<file path="src/rtl/key_ctrl_pkg.sv">
// Shared key indices, scan-state type and counter command encoding for the key scan controller.
package key_ctrl_pkg;

   localparam int KEY_UP  = 0;
   localparam int KEY_DN  = 1;
   localparam int KEY_RST = 2;

   localparam int SLOT_W = 8;
   typedef logic [SLOT_W-1:0] scan_state_t;

   typedef enum logic [1:0] {
      CMD_NONE,
      CMD_UP,
      CMD_DN,
      CMD_RST
   } cmd_t;

endpackage

</file>
<file path="src/rtl/key_debounce.sv">
// Per-key debouncer: state flips after DEB_SAMPLES consecutive disagreeing strobed samples.
// State and press pulse update one clock after the deciding strobe; no backpressure.
module key_debounce #(
   parameter int DEB_SAMPLES = 4
) (
   input  logic clk,
   input  logic rst_n,
   input  logic i_strobe,
   input  logic i_sample,
   output logic o_state,
   output logic o_press
);

   localparam int CW = $clog2(DEB_SAMPLES + 1);
   localparam logic [CW-1:0] CNT_LAST = CW'(DEB_SAMPLES - 1);

   logic [CW-1:0] cnt_q, cnt_d;
   logic          state_q, state_d;
   logic          press_q, press_d;

   always_ff @(posedge clk or negedge rst_n) begin
      if (!rst_n) begin
         cnt_q   <= '0;
         state_q <= 1'b0;
         press_q <= 1'b0;
      end else begin
         cnt_q   <= cnt_d;
         state_q <= state_d;
         press_q <= press_d;
      end
   end

   always_comb begin
      cnt_d   = cnt_q;
      state_d = state_q;
      press_d = 1'b0;
      if (i_strobe) begin
         if (i_sample == state_q) begin
            cnt_d = '0;
         end else if (cnt_q == CNT_LAST) begin
            cnt_d   = '0;
            state_d = i_sample;
            press_d = i_sample;
         end else begin
            cnt_d = cnt_q + 1'b1;
         end
      end
   end

   assign o_state = state_q;
   assign o_press = press_q;

endmodule

</file>
<file path="src/rtl/key_scan_counter_ctrl.sv">
// Scans keys, debounces them and drives an up/down/reset counter to active-low LEDs; command lands
// two clocks after the deciding sample, no backpressure. KEY_AUTOREPEAT_EN adds held-key auto-repeat.
module key_scan_counter_ctrl
   import key_ctrl_pkg::*;
#(
   parameter int          N_KEYS      = 3,
   parameter int          SCAN_DIV    = 50000,
   parameter int          DEB_SAMPLES = 4,
   parameter int          CNT_W       = 4,
   parameter int unsigned CNT_INIT    = 0
`ifdef KEY_AUTOREPEAT_EN
   ,
   parameter int          REPEAT_DLY  = 10,
   parameter int          REPEAT_PER  = 3
`endif
) (
   input  logic              clk,
   input  logic              rst_n,
   output logic [N_KEYS-1:0] o_scan,
   input  logic              i_sense,
   output logic [N_KEYS-1:0] o_keys,
   output logic [CNT_W-1:0]  o_count,
   output logic [CNT_W-1:0]  o_led_n,
   output logic              o_evt_up,
   output logic              o_evt_dn,
   output logic              o_evt_rst,
   output logic              o_wrap
);

   localparam int TW = $clog2(SCAN_DIV);
   localparam logic [TW-1:0]    TIMER_LAST = TW'(SCAN_DIV - 1);
   localparam scan_state_t      LAST_SLOT  = scan_state_t'(N_KEYS - 1);
   localparam logic [CNT_W-1:0] CNT_INIT_V = CNT_W'(CNT_INIT);

   logic              sync1_q, sync2_q;
   logic [TW-1:0]     timer_q, timer_d;
   scan_state_t       state_q, state_d;
   logic [N_KEYS-1:0] scan_q, scan_d;
   logic              slot_end;
   logic [N_KEYS-1:0] strobe, keys, press;
   cmd_t              cmd;
   logic [CNT_W-1:0]  count_q, count_d, led_q;
   logic              up_q, up_d, dn_q, dn_d, rst_q, rst_d, wrap_q, wrap_d;

   // Idle level of the sense line is high (no key pulling it low).
   always_ff @(posedge clk or negedge rst_n) begin
      if (!rst_n) begin
         sync1_q <= 1'b1;
         sync2_q <= 1'b1;
      end else begin
         sync1_q <= i_sense;
         sync2_q <= sync1_q;
      end
   end

   assign slot_end = (timer_q == TIMER_LAST);

   always_ff @(posedge clk or negedge rst_n) begin
      if (!rst_n) begin
         timer_q <= '0;
         state_q <= '0;
         scan_q  <= ~N_KEYS'(1);
      end else begin
         timer_q <= timer_d;
         state_q <= state_d;
         scan_q  <= scan_d;
      end
   end

   always_comb begin
      timer_d = slot_end ? '0 : timer_q + 1'b1;
      state_d = state_q;
      if (slot_end) begin
         state_d = (state_q == LAST_SLOT) ? '0 : state_q + 1'b1;
      end
   end

   // Drive is derived from the next state so the column moves on the same edge as the slot.
   always_comb begin
      scan_d = ~(N_KEYS'(1) << state_d);
   end

   for (genvar k = 0; k < N_KEYS; k++) begin : g_key
      assign strobe[k] = slot_end && (state_q == scan_state_t'(k));
      key_debounce #(.DEB_SAMPLES(DEB_SAMPLES)) u_deb (
         .clk      (clk),
         .rst_n    (rst_n),
         .i_strobe (strobe[k]),
         .i_sample (~sync2_q),
         .o_state  (keys[k]),
         .o_press  (press[k])
      );
   end

`ifdef KEY_AUTOREPEAT_EN
   localparam int RW = $clog2(REPEAT_DLY + REPEAT_PER + 1);

   logic          rep_on_q, rep_first_q, rep_up_q;
   logic [RW-1:0] rep_cnt_q;
   logic          frame_end, rep_fire;

   assign frame_end = slot_end && (state_q == LAST_SLOT);
   assign rep_fire  = rep_on_q && frame_end &&
                      ((rep_cnt_q + 1'b1) == (rep_first_q ? RW'(REPEAT_DLY) : RW'(REPEAT_PER)));

   always_ff @(posedge clk or negedge rst_n) begin
      if (!rst_n) begin
         rep_on_q    <= 1'b0;
         rep_first_q <= 1'b0;
         rep_up_q    <= 1'b0;
         rep_cnt_q   <= '0;
      end else if (cmd == CMD_RST || (rep_on_q && !(rep_up_q ? keys[KEY_UP] : keys[KEY_DN]))) begin
         rep_on_q <= 1'b0;
      end else if ((cmd == CMD_UP || cmd == CMD_DN) && !rep_fire) begin
         rep_on_q    <= 1'b1;
         rep_first_q <= 1'b1;
         rep_up_q    <= (cmd == CMD_UP);
         rep_cnt_q   <= '0;
      end else if (rep_on_q && frame_end) begin
         rep_cnt_q <= rep_fire ? '0 : rep_cnt_q + 1'b1;
         if (rep_fire) begin
            rep_first_q <= 1'b0;
         end
      end
   end
`endif

   // Presses arrive one key per cycle, so a simple priority chain never drops a command.
   always_comb begin
      cmd = CMD_NONE;
      if (press[KEY_RST]) begin
         cmd = CMD_RST;
      end else if (!keys[KEY_RST]) begin
         if (press[KEY_UP]) begin
            cmd = CMD_UP;
         end else if (press[KEY_DN]) begin
            cmd = CMD_DN;
         end
`ifdef KEY_AUTOREPEAT_EN
         else if (rep_fire) begin
            cmd = rep_up_q ? CMD_UP : CMD_DN;
         end
`endif
      end
   end

   always_comb begin
      count_d = count_q;
      up_d    = 1'b0;
      dn_d    = 1'b0;
      rst_d   = 1'b0;
      wrap_d  = 1'b0;
      case (cmd)
         CMD_UP: begin
            count_d = count_q + 1'b1;
            up_d    = 1'b1;
            wrap_d  = &count_q;
         end
         CMD_DN: begin
            count_d = count_q - 1'b1;
            dn_d    = 1'b1;
            wrap_d  = ~|count_q;
         end
         CMD_RST: begin
            count_d = CNT_INIT_V;
            rst_d   = 1'b1;
         end
         default: ;
      endcase
   end

   always_ff @(posedge clk or negedge rst_n) begin
      if (!rst_n) begin
         count_q <= CNT_INIT_V;
         led_q   <= ~CNT_INIT_V;
         up_q    <= 1'b0;
         dn_q    <= 1'b0;
         rst_q   <= 1'b0;
         wrap_q  <= 1'b0;
      end else begin
         count_q <= count_d;
         led_q   <= ~count_d;
         up_q    <= up_d;
         dn_q    <= dn_d;
         rst_q   <= rst_d;
         wrap_q  <= wrap_d;
      end
   end

   assign o_scan    = scan_q;
   assign o_keys    = keys;
   assign o_count   = count_q;
   assign o_led_n   = led_q;
   assign o_evt_up  = up_q;
   assign o_evt_dn  = dn_q;
   assign o_evt_rst = rst_q;
   assign o_wrap    = wrap_q;

endmodule

</file>
<file path="config.mk">
export PLATFORM = sky130hd
export DESIGN_NAME = key_scan_counter_ctrl
export DESIGN_NICKNAME = d
export VERILOG_FILES = /design/src/rtl/key_ctrl_pkg.sv /design/src/rtl/key_debounce.sv /design/src/rtl/key_scan_counter_ctrl.sv
export SDC_FILE = /design/constraint.sdc
export NUM_CORES = 1
export LEC_CHECK = 0
export ABC_AREA = 1
export CELL_PAD_IN_SITES_DETAIL_PLACEMENT = 0
export CELL_PAD_IN_SITES_GLOBAL_PLACEMENT = 1
export CORE_ASPECT_RATIO = 1.5
export CORE_UTILIZATION = 45
export DETAILED_ROUTE_END_ITERATION = 10
export PLACE_DENSITY_LB_ADDON = 0.1
export SLEW_MARGIN = 25
export SYNTH_ARGS = -nofsm -noshare
export SYNTH_HDL_FRONTEND = slang
export SYNTH_SLANG_ARGS = --single-unit
</file>
<file path="constraint.sdc">
create_clock -name clk -period 2.1 [get_ports clk]
set_input_delay 0.21 -clock clk [delete_from_list [all_inputs] [get_ports clk]]
set_output_delay 0.21 -clock clk [all_outputs]
set_load 0.01 [all_outputs]
</file>
==> Yosys cells after proc, flatten, opt, wreduce, memory -nomap -nowiden <==
Index checks and enable logic that the tools add are counted.
{ "op_classes": {"addsub": 7, "mul": 0, "div_mod_pow": 0, "n_lt_le_gt_ge": 0, "n_eq_ne": 12, "shift": 1, "n_mux": 27, "bitwise_logic": 6, "reduce_logical": 10} }
{ "ops": {"columns": ["op", "n"], "rows": [
  ["two-way mux 3 bit", 6],
  ["adder 16 x 1 -> 16 bit, second input constant", 1],
  ["equality test 16 bit, second input constant", 1],
  ["two-way mux 16 bit", 1],
  ["two-way mux 8 bit", 2],
  ["two-way mux 1 bit", 12],
  ["case mux 4 bit (3 select lines)", 1],
  ["adder 3 x 1 -> 3 bit, second input constant", 3],
  ["equality test 3 x 2 -> 1 bit, second input constant", 3],
  ["AND reduction 3 bit", 3],
  ["adder 8 x 1 -> 8 bit, second input constant", 1],
  ["equality test 8 x 1 -> 1 bit, second input constant", 1],
  ["equality test 8 x 2 -> 1 bit, second input constant", 1],
  ["logical NOT 8 bit", 1],
  ["two-way mux 2 bit", 4],
  ["left shift 1 x 8 -> 3 bit, first input constant", 1],
  ["adder 4 x 1 -> 4 bit, second input constant", 1],
  ["equality test 2 bit, second input constant", 2],
  ["NOT 1 bit", 4],
  ["NOT 4 bit", 1],
  ["AND reduction 4 bit", 1],
  ["OR reduction 4 bit", 1],
  ["subtractor 4 x 1 -> 4 bit, second input constant", 1],
  ["equality test 1 bit", 3],
  ["5 further kinds", 7]
]} }
{ "totals": {"regBits": 56, "latch_bits": 0, "ram_bits": 0, "romBits": 0, "inputBits": 3, "out_inout_bits": 18, "wordCells": 83, "mem_count": 0} }

==> Logic depth before layout (Yosys ltp) <==
Gate-level depths: netlist of run 1.
{ "depth": {"word_depth": 7, "mapped_depth": 12, "ltp_nobuf": 12} }

==> Modules after synthesis <==
A second synthesis of run 1 with hierarchy kept.
{ "hier_totals": {"hier_cells": 350, "area_unflattened_um2": 2986.6} }
{ "modules_own_cells": {"columns": ["mod", "instances", "cells_each", "area_per_inst_um2", "seq_area_each_um2"], "rows": [
  ["key_scan_counter_ctrl", 1, 266, 2273.4, 1036.0],
  ["key_debounce", 3, 28, 237.7, 125.1]
]} }

==> Worst setup path before layout of run 1 <==
No wires, ideal clock.
{ "synth_path": {"path_kind": "flip-flop to flip-flop", "from": "register g_key[2].u_deb.state_q", "to": "register with a tool-made name", "setup_ps": 140, "arrival_time_ps": 1836, "t_required_ps": 1960, "setup_slack_ps": 124, "path_stages_with_launch": 12, "n_path_buf": 0, "period_less_slack_ps": 1976, "cell_sequence": "dfrtp_1 inv_1 a31oi_1 inv_1 ha_1 ha_1 nand2_1 nor2_1 a211oi_1 a21oi_1 o21ai_0 o21ai_0"} }
{ "synth_rtl": {"columns": ["element", "line", "rtl"], "rows": [
  ["start: declaration", "key_debounce.sv:18", "logic state_q, state_d;"],
  ["start signal: assignment", "key_debounce.sv:28", "state_q <= state_d;"]
]} }

==> impl_results.md, run 1 <==
- Vias in the first global route: between 1500 and 2000
- Placer congestion estimate: 0.803
- Pwr dens: approximately 530 mW/mm^2
- Worst slew margin: 65.5%
- HPWL Detailed: ~3800 um
- Net count after synthesis: 335
- Core box area: ~0.0061 mm^2
- CTS tree: yes
- Async SR Flop Fraction: 100%
- Post-Syn Instances: approximately 320
- Pin count of the biggest net entering global routing: 36
- Tot GR Track Use: roughly 17%
- Max Root-Sink Buffers: 2
- Startpoint Class: flop
- Iter 0 DRT Violations: 91
- Synth Cell Area: around 0.0029 mm^2
- Final ANT Viol Nets: 0
- Worst-Skew Late Latency: about 0.31 ns
- Syn avg cell area: 9.05 um^2
- Slew @ Worst Pin: ~0.52 ns
- Final hold slack: 0.297 ns
- Nets@finish: ~360
- Die Wd: between 60 and 70 um
- Ranking of synthesized cells by area: dfrtp_1, inv_1, dfstp_2
- Ys flop type: dfrtp_1
- DRC: 0
- Leak: between 1.5 and 2 nW
- Total grt overflow: 0
- Root Driver: clkbuf_8
- Worst endpoint required time: approximately 2.3 ns
- EDFF count, synth: 0
- Wire per inst: 11.9 um
- Final WL: between 5000 and 6000 um
- Cell variety after synth: 40
- Initial core utilization: between 40% and 50%
- Slew Limit Fails: 0
- Area growth, synth to finish: 14.7%
- Antenna violations before repair: 0
- Crit path max fanout: 4
- Setup Skew: about 0.0093 ns
- First-pass GRT wire length: ~8500 um
- # IOs: 21
- Hold WC Path Type: input pin to flop
- Status: completed
- Synth Register Bits: between 50 and 60
- Worst vdd ir: roughly 0.28 mV
- Die span in y: 99.8 um
- Setup TNS Final: 0 ns
- Post-synth top area share: a little over two fifths
- Period minus WS final: about 1.9 ns
- GR met1 Demand/Resource: between 15 and 20%
- Fin crit share: between 90% and 100%
- H-tree depth: 2
- Busiest layer in global routing: met2
- Vias: 2072
- Synth area leader: dfrtp_1
- Antenna cell count: 0
- Synth cell count leaders: inv_1, dfrtp_1, nand2_1, nor2_1, nand3_1
- Setup violators final: 0
- Register area share after synthesis: 49.2%
- FILL cells: 597
- Die area: 0.00671 mm^2
- Critical Path End Type: flop
- Setup CP Type: flop to flop
- Layout cell share with drive strength beyond 1: between 10% and 20%
- PortBufs: 20
- WP data arrival: 2.07 ns
- DR pass1 iterations: 4
- Via/cell ratio: between 4 and 5
- Max_cap viols: 0
- Global-route met3 utilization: 2.73%
- YS warnings: 0
- Most frequent cell after synthesis: inv_1
- Met2 GRT Util: 30.1%
- Unrepaired setup endpoints after global routing: no
- Reg clk slew, reported paths: approximately 0.1 ns
- Clock tree sinks: 56
- Final hold vios: 0
- Post CTS Setup Buffer Count: 0
- Num rows: 35
- Cts bufs inserted: 5
- Max Freq: 529 MHz
-- layout by cell type (no fill, tap or decap), types with 2 or more instances in the layout --
| cell | n |
|---|---|
| dfstp_2 | 8 |
| nor2_4 | 2 |
| nand2_1 | 38 |
| inv_1 | 57 |
| nand2_2 | 3 |
| xor2_1 | 11 |
| a21oi_1 | 8 |
| o21ai_1 | 4 |
| a21boi_0 | 3 |
| nor2_2 | 5 |
| ha_1 | 12 |
| clkbuf_8 | 6 |
| clkdlybuf4s50_1 | 19 |
| nand3b_1 | 2 |
| nor2_1 | 38 |
| xnor2_1 | 2 |
| o21bai_1 | 2 |
| nand3_2 | 3 |
| inv_2 | 2 |
| o21a_1 | 2 |
| nand3_1 | 15 |
| o21ai_0 | 11 |
| dfrtp_1 | 48 |
| nor3_1 | 6 |
| a31oi_1 | 2 |
| nand4_1 | 12 |
| buf_4 | 4 |
-- critical path, stage by stage (launching register included) --
cell	delay, ns
dfrtp_1	0.35
inv_1	0.06
a21oi_1	0.23
ha_2	0.29
ha_1	0.24
nand2_1	0.06
nor2_1	0.04
a211oi_1	0.21
a21oi_1	0.09
o21ai_0	0.07
o21ai_0	0.12
-- final cells by class --
type	count	area [um^2]	share of cell area, %
tap	74	92.6	2.81
sequential	56	1410	42.9
clock inverter	2	13.8	0.418
multi-input combinational	196	1220	36.9
inverter	59	221	6.72
clock buffer	6	82.6	2.51
timing repair buffer	26	255	7.75
-- cell families (layout without fill, tap and decap cells) --
logic type	after synthesis	in the layout	synth area share (%)
DFF	56	56	49.2
AOI/OAI and AO/OA	39	39	8.20
xor gates and xnor gates	13	13	3.97
buffers and inverters	65	93	9.20
adders and majority gates	15	15	6.80
and+or+nand+nor	129	129	22.7
-- through the flow --
step / cell area (um^2) / worst slack [ns] / power (mW) / utilization (%) / cells
after floorplan: 2870 / 0.124 / 1.11 / - / 317
after global placement: 3170 / 0.159 / 1.14 / 51.6 / 410
after detailed placement: 3170 / 0.0913 / 1.14 / 51.6 / 410
after CTS: 3270 / 0.0702 / 1.78 / 53.4 / 419
after global routing: 3290 / 0.0273 / 1.83 / 53.7 / 419
final: 3290 / 0.209 / 1.74 / 53.7 / 419
-- final timing paths --
path                                             start    endpoint  slack [ns]  cells past startpoint
worst max-delay path            g_key[2].u_deb.o_state        flop        0.21                     10
max in group asynchronous                        rst_n   o_scan[2]        1.07                      3
worst max register to register  g_key[2].u_deb.o_state        flop        0.21                     10
worst min register to register                 sync1_q     sync2_q        0.37                      0
worst min-delay path                           i_sense     sync1_q        0.30                      1
min in group asynchronous                        rst_n  o_count[0]        0.40                      2
-- timing repair --
| action | 4_1_cts | 5_1_grt |
|---|---|---|
| endpoints found under the setup margin | 0 | 2 |
| gates resized for setup | 0 | 3 |
| hold buffers | 1 | 0 |
| endpoints found under the hold margin | 16 | 0 |
-- routing by layer --
layer | part of all wire, % | wire length [um] | vias to the layer above
met5 | 0 | 0 | -
met4 | 1.6 | 82 | 0
met3 | 2.5 | 124 | 7
met2 | 53 | 2660 | 28
met1 | 43 | 2130 | 978
li1 | - | - | 1059
-- state kept, by name, summed over array words and instances, names as in the netlist, named ones only --
signal               count
g_key.u_deb.o_press      3
o_wrap                   1
o_led_n                  4
timer_q                 16
sync1_q                  1
g_key.u_deb.cnt_q        9
o_count                  3
g_key.u_deb.o_state      3
sync2_q                  1
o_evt_rst                1
state_q                  8
o_evt_up                 1
o_scan                   3
o_evt_dn                 1
-- where the power goes --
group	switching (mW)	leakage (nW)	internal, mW
registers	0.00328	0.741	1.08
clock network	0.352	0.0516	0.271
logic	0.0255	0.917	0.00964
total	0.381	1.71	1.36
No activity file was read; power rests on OpenSTA's default activity.
==> run 2: changes to the inputs <==
- PLACE_DENSITY: unset -> 0.79
- PLACE_DENSITY_LB_ADDON: 0.1 -> unset
==> impl_results.md, run 2 (synthesis gave the netlist of run 1 again) <==
- Via/cell ratio: 4.90 (was 4.95)
- # IOs: 21 (unchanged)
- Worst slack, placed: 0.101 ns (was 0.0913 ns)
- Met2 GRT Util: 32.0% (was 30.1%)
- Gate power share: 2.1% (was 2.0%)
- Max_cap viols: 0 (unchanged)
- Antenna violations before repair: 0 (unchanged)
- GR met1 Demand/Resource: 19.0% (was 19.3%)
- Busiest layer in global routing: met2 (unchanged)
- Cell count after placement: 411 (was 410)
- Switching Share: 21.5% (was 21.8%)
- Startpoint Class: flop (unchanged)
- Worst endpoint required time: 2.28 ns (about the same)
- Largest registers: timer_q: 16 flops, g_key.u_deb.cnt_q: 9 flops, state_q: 8 flops (unchanged)
- Worst R2R Start: g_key[0].u_deb.o_press (was g_key[2].u_deb.o_state)
- Worst slew margin: 74.6% (was 65.5%)
- Wire per inst: 12.0 um (was 11.9 um)
- Worst-Skew Late Latency: 0.31 ns (about the same)
- Hold Path Cell Cnt: 1 (unchanged)
- Setup Skew: 0.0118 ns (was 0.00934 ns)
- Most frequent cells in the layout: inv_1, dfrtp_1, nor2_1, nand2_1, clkdlybuf4s50_1 (unchanged)
- Crit path max fanout: 4 (unchanged)
- Final worst slack: 0.155 ns (was 0.209 ns)
- DR pass1 iterations: 4 (unchanged)
- R2r worst-path depth: 9 (was 10)
- Worst vdd ir: 0.301 mV (was 0.283 mV)
- Layout cell share with drive strength beyond 1: 13.0% (about the same)
- First-pass GRT wire length: 8860 um (was 8470 um)
- Reg clk slew, reported paths: 0.10 ns (about the same)
- Tot GR Track Use: 17.2% (was 16.8%)
- Pin count of the biggest net entering global routing: 27 (was 36)
- Antenna cell count: 0 (unchanged)
- CTS tree: yes (unchanged)
- Cts bufs inserted: 5 (unchanged)
- Max reg flops: 16 (unchanged)
- Max Root-Sink Buffers: 2 (unchanged)
- Vias: 2059 (was 2072)
- HPWL Detailed: 3870 um (was 3820 um)
- Period minus WS final: 1.95 ns (was 1.89 ns)
- Leak: 1.71 nW (about the same)
- Most flops, register: timer_q (unchanged)
- Status: completed (unchanged)
- Root Driver: clkbuf_8 (unchanged)
- Hold WC Path Type: input pin to flop (unchanged)
- Max Freq: 514 MHz (was 529 MHz)
- Unrepaired setup endpoints after global routing: no (unchanged)
- Total power: 1.74 mW (about the same)
- H-tree depth: 2 (unchanged)
- Final hold slack: 0.289 ns (was 0.297 ns)
- Net Switching: 374 uW (was 381 uW)
- Power Internal: 1.36 mW (about the same)
- Most common cell after layout, fill and taps aside: inv_1 (unchanged)
- Pwr dens: 526 mW/mm^2 (was 529 mW/mm^2)
- FILL cells: 595 (was 597)
- Worst Hold Launch: i_sense (unchanged)
- Setup violators final: 0 (unchanged)
- Sequential share of power: 62.5% (was 62.3%)
- Nets@finish: 363 (was 362)
- Clock network power share: 35.4% (was 35.7%)
- Final ANT Viol Nets: 0 (unchanged)
- Clock tree sinks: 56 (unchanged)
- PortBufs: 20 (unchanged)
- Iter 0 DRT Violations: 65 (was 91)
- Setup CP Type: flop to flop (unchanged)
- Num rows: 35 (unchanged)
- Non-filler instance count after layout: 420 (was 419)
- Total grt overflow: 0 (unchanged)
- Initial core utilization: 46.8% (unchanged)
- Setup TNS Final: 0 ns (unchanged)
- Placer congestion estimate: 0.793 (was 0.803)
- Die Wd: 67.2 um (unchanged)
- Critical Path End Type: flop (unchanged)
- Die span in y: 99.8 um (unchanged)
- Vias in the first global route: 2088 (was 1945)
- Core box area: 0.00613 mm^2 (unchanged)
- Final hold vios: 0 (unchanged)
- Global-route met3 utilization: 2.73% (unchanged)
- Worst Hold Path EP: sync1_q (unchanged)
- R2R Path End: o_count[2]
- WP data arrival: 2.13 ns (was 2.07 ns)
- Post CTS Setup Buffer Count: 0 (unchanged)
- Slew Limit Fails: 0 (unchanged)
- Final WL: 5030 um (was 5000 um)
- Slew @ Worst Pin: 0.378 ns (was 0.517 ns)
- Area growth, synth to finish: 14.9% (was 14.7%)
- Fin crit share: 92.6% (was 90.0%)
- Flop-to-flop setup slack: 0.15 ns (was 0.21 ns)
- Die area: 0.00671 mm^2 (unchanged)
- DRC: 0 (unchanged)
## run 2: layout make-up
cell class | count | area (um^2) | share of cell area [%]
flip-flops and latches | 56 | 1410 | 42.8
multi-input cells | 196 | 1210 | 36.9
repair buffers | 27 | 263 | 7.97
inverters | 59 | 221 | 6.72
well taps | 74 | 92.6 | 2.81
clock buffers | 7 | 86.3 | 2.62
clock inverters | 1 | 7.51 | 0.228
## run 2: power groups by stage
| stage | clock [mW] | sequential (mW) | combinational, mW |
|---|---|---|---|
| 2_1_floorplan | 0 | 1.10 | 0.00837 |
| 3_3_place_gp | 0 | 1.11 | 0.0373 |
| 3_5_place_dp | 0 | 1.11 | 0.0381 |
| 4_1_cts | 0.643 | 1.09 | 0.0396 |
| 5_1_grt | 0.676 | 1.09 | 0.0437 |
| 6_report | 0.613 | 1.08 | 0.0368 |
## run 2: metal layers
layer	up-vias	wire, um
li1	1055	-
met1	973	2150
met2	24	2690
met3	7	101
met4	0	83
met5	-	0
## run 2: how the worst max path moves through the flow
stage | endpoint | from | depth (start not counted) | slack, ns
finish | o_count[2] | g_key[0].u_deb.o_press | 9 | 0.15
global placement | flop | g_key[0].u_deb.o_press | 11 | 0.14
CTS | o_led_n[3] | g_key[0].u_deb.o_press | 12 | 0.07
global route | o_led_n[3] | g_key[2].u_deb.o_state | 11 | 0.02
floorplan | flop | g_key[2].u_deb.o_state | 11 | 0.12
detailed placement | o_led_n[3] | g_key[0].u_deb.o_press | 12 | 0.10
## run 2: timing repair
action	CTS	global route
setup endpoints to repair	0	2
hold endpoints to repair	11	0
gates resized for setup	0	3
hold buffers	1	0
## run 2: metrics by stage
step	util [%]	area, um^2
after floorplan	-	2870
after global placement	51.8	3170
after detailed placement	51.8	3170
after CTS	53.4	3280
after global routing	53.8	3300
final	53.8	3300
## run 2: worst max-delay path, cell delays in order, from the launching register on
cell	delay [ns]
dfrtp_1	0.35
inv_1	0.04
a31oi_1	0.21
inv_1	0.10
ha_2	0.22
buf_4	0.15
fa_1	0.38
o21ai_0	0.17
a21o_1	0.10
o21ai_0	0.10
==> run 3: changes to the inputs <==
- SKIP_LAST_GASP: unset -> 1
==> results of run 3 <==
The final DEF is identical to that of run 2; final timing and power are the same.
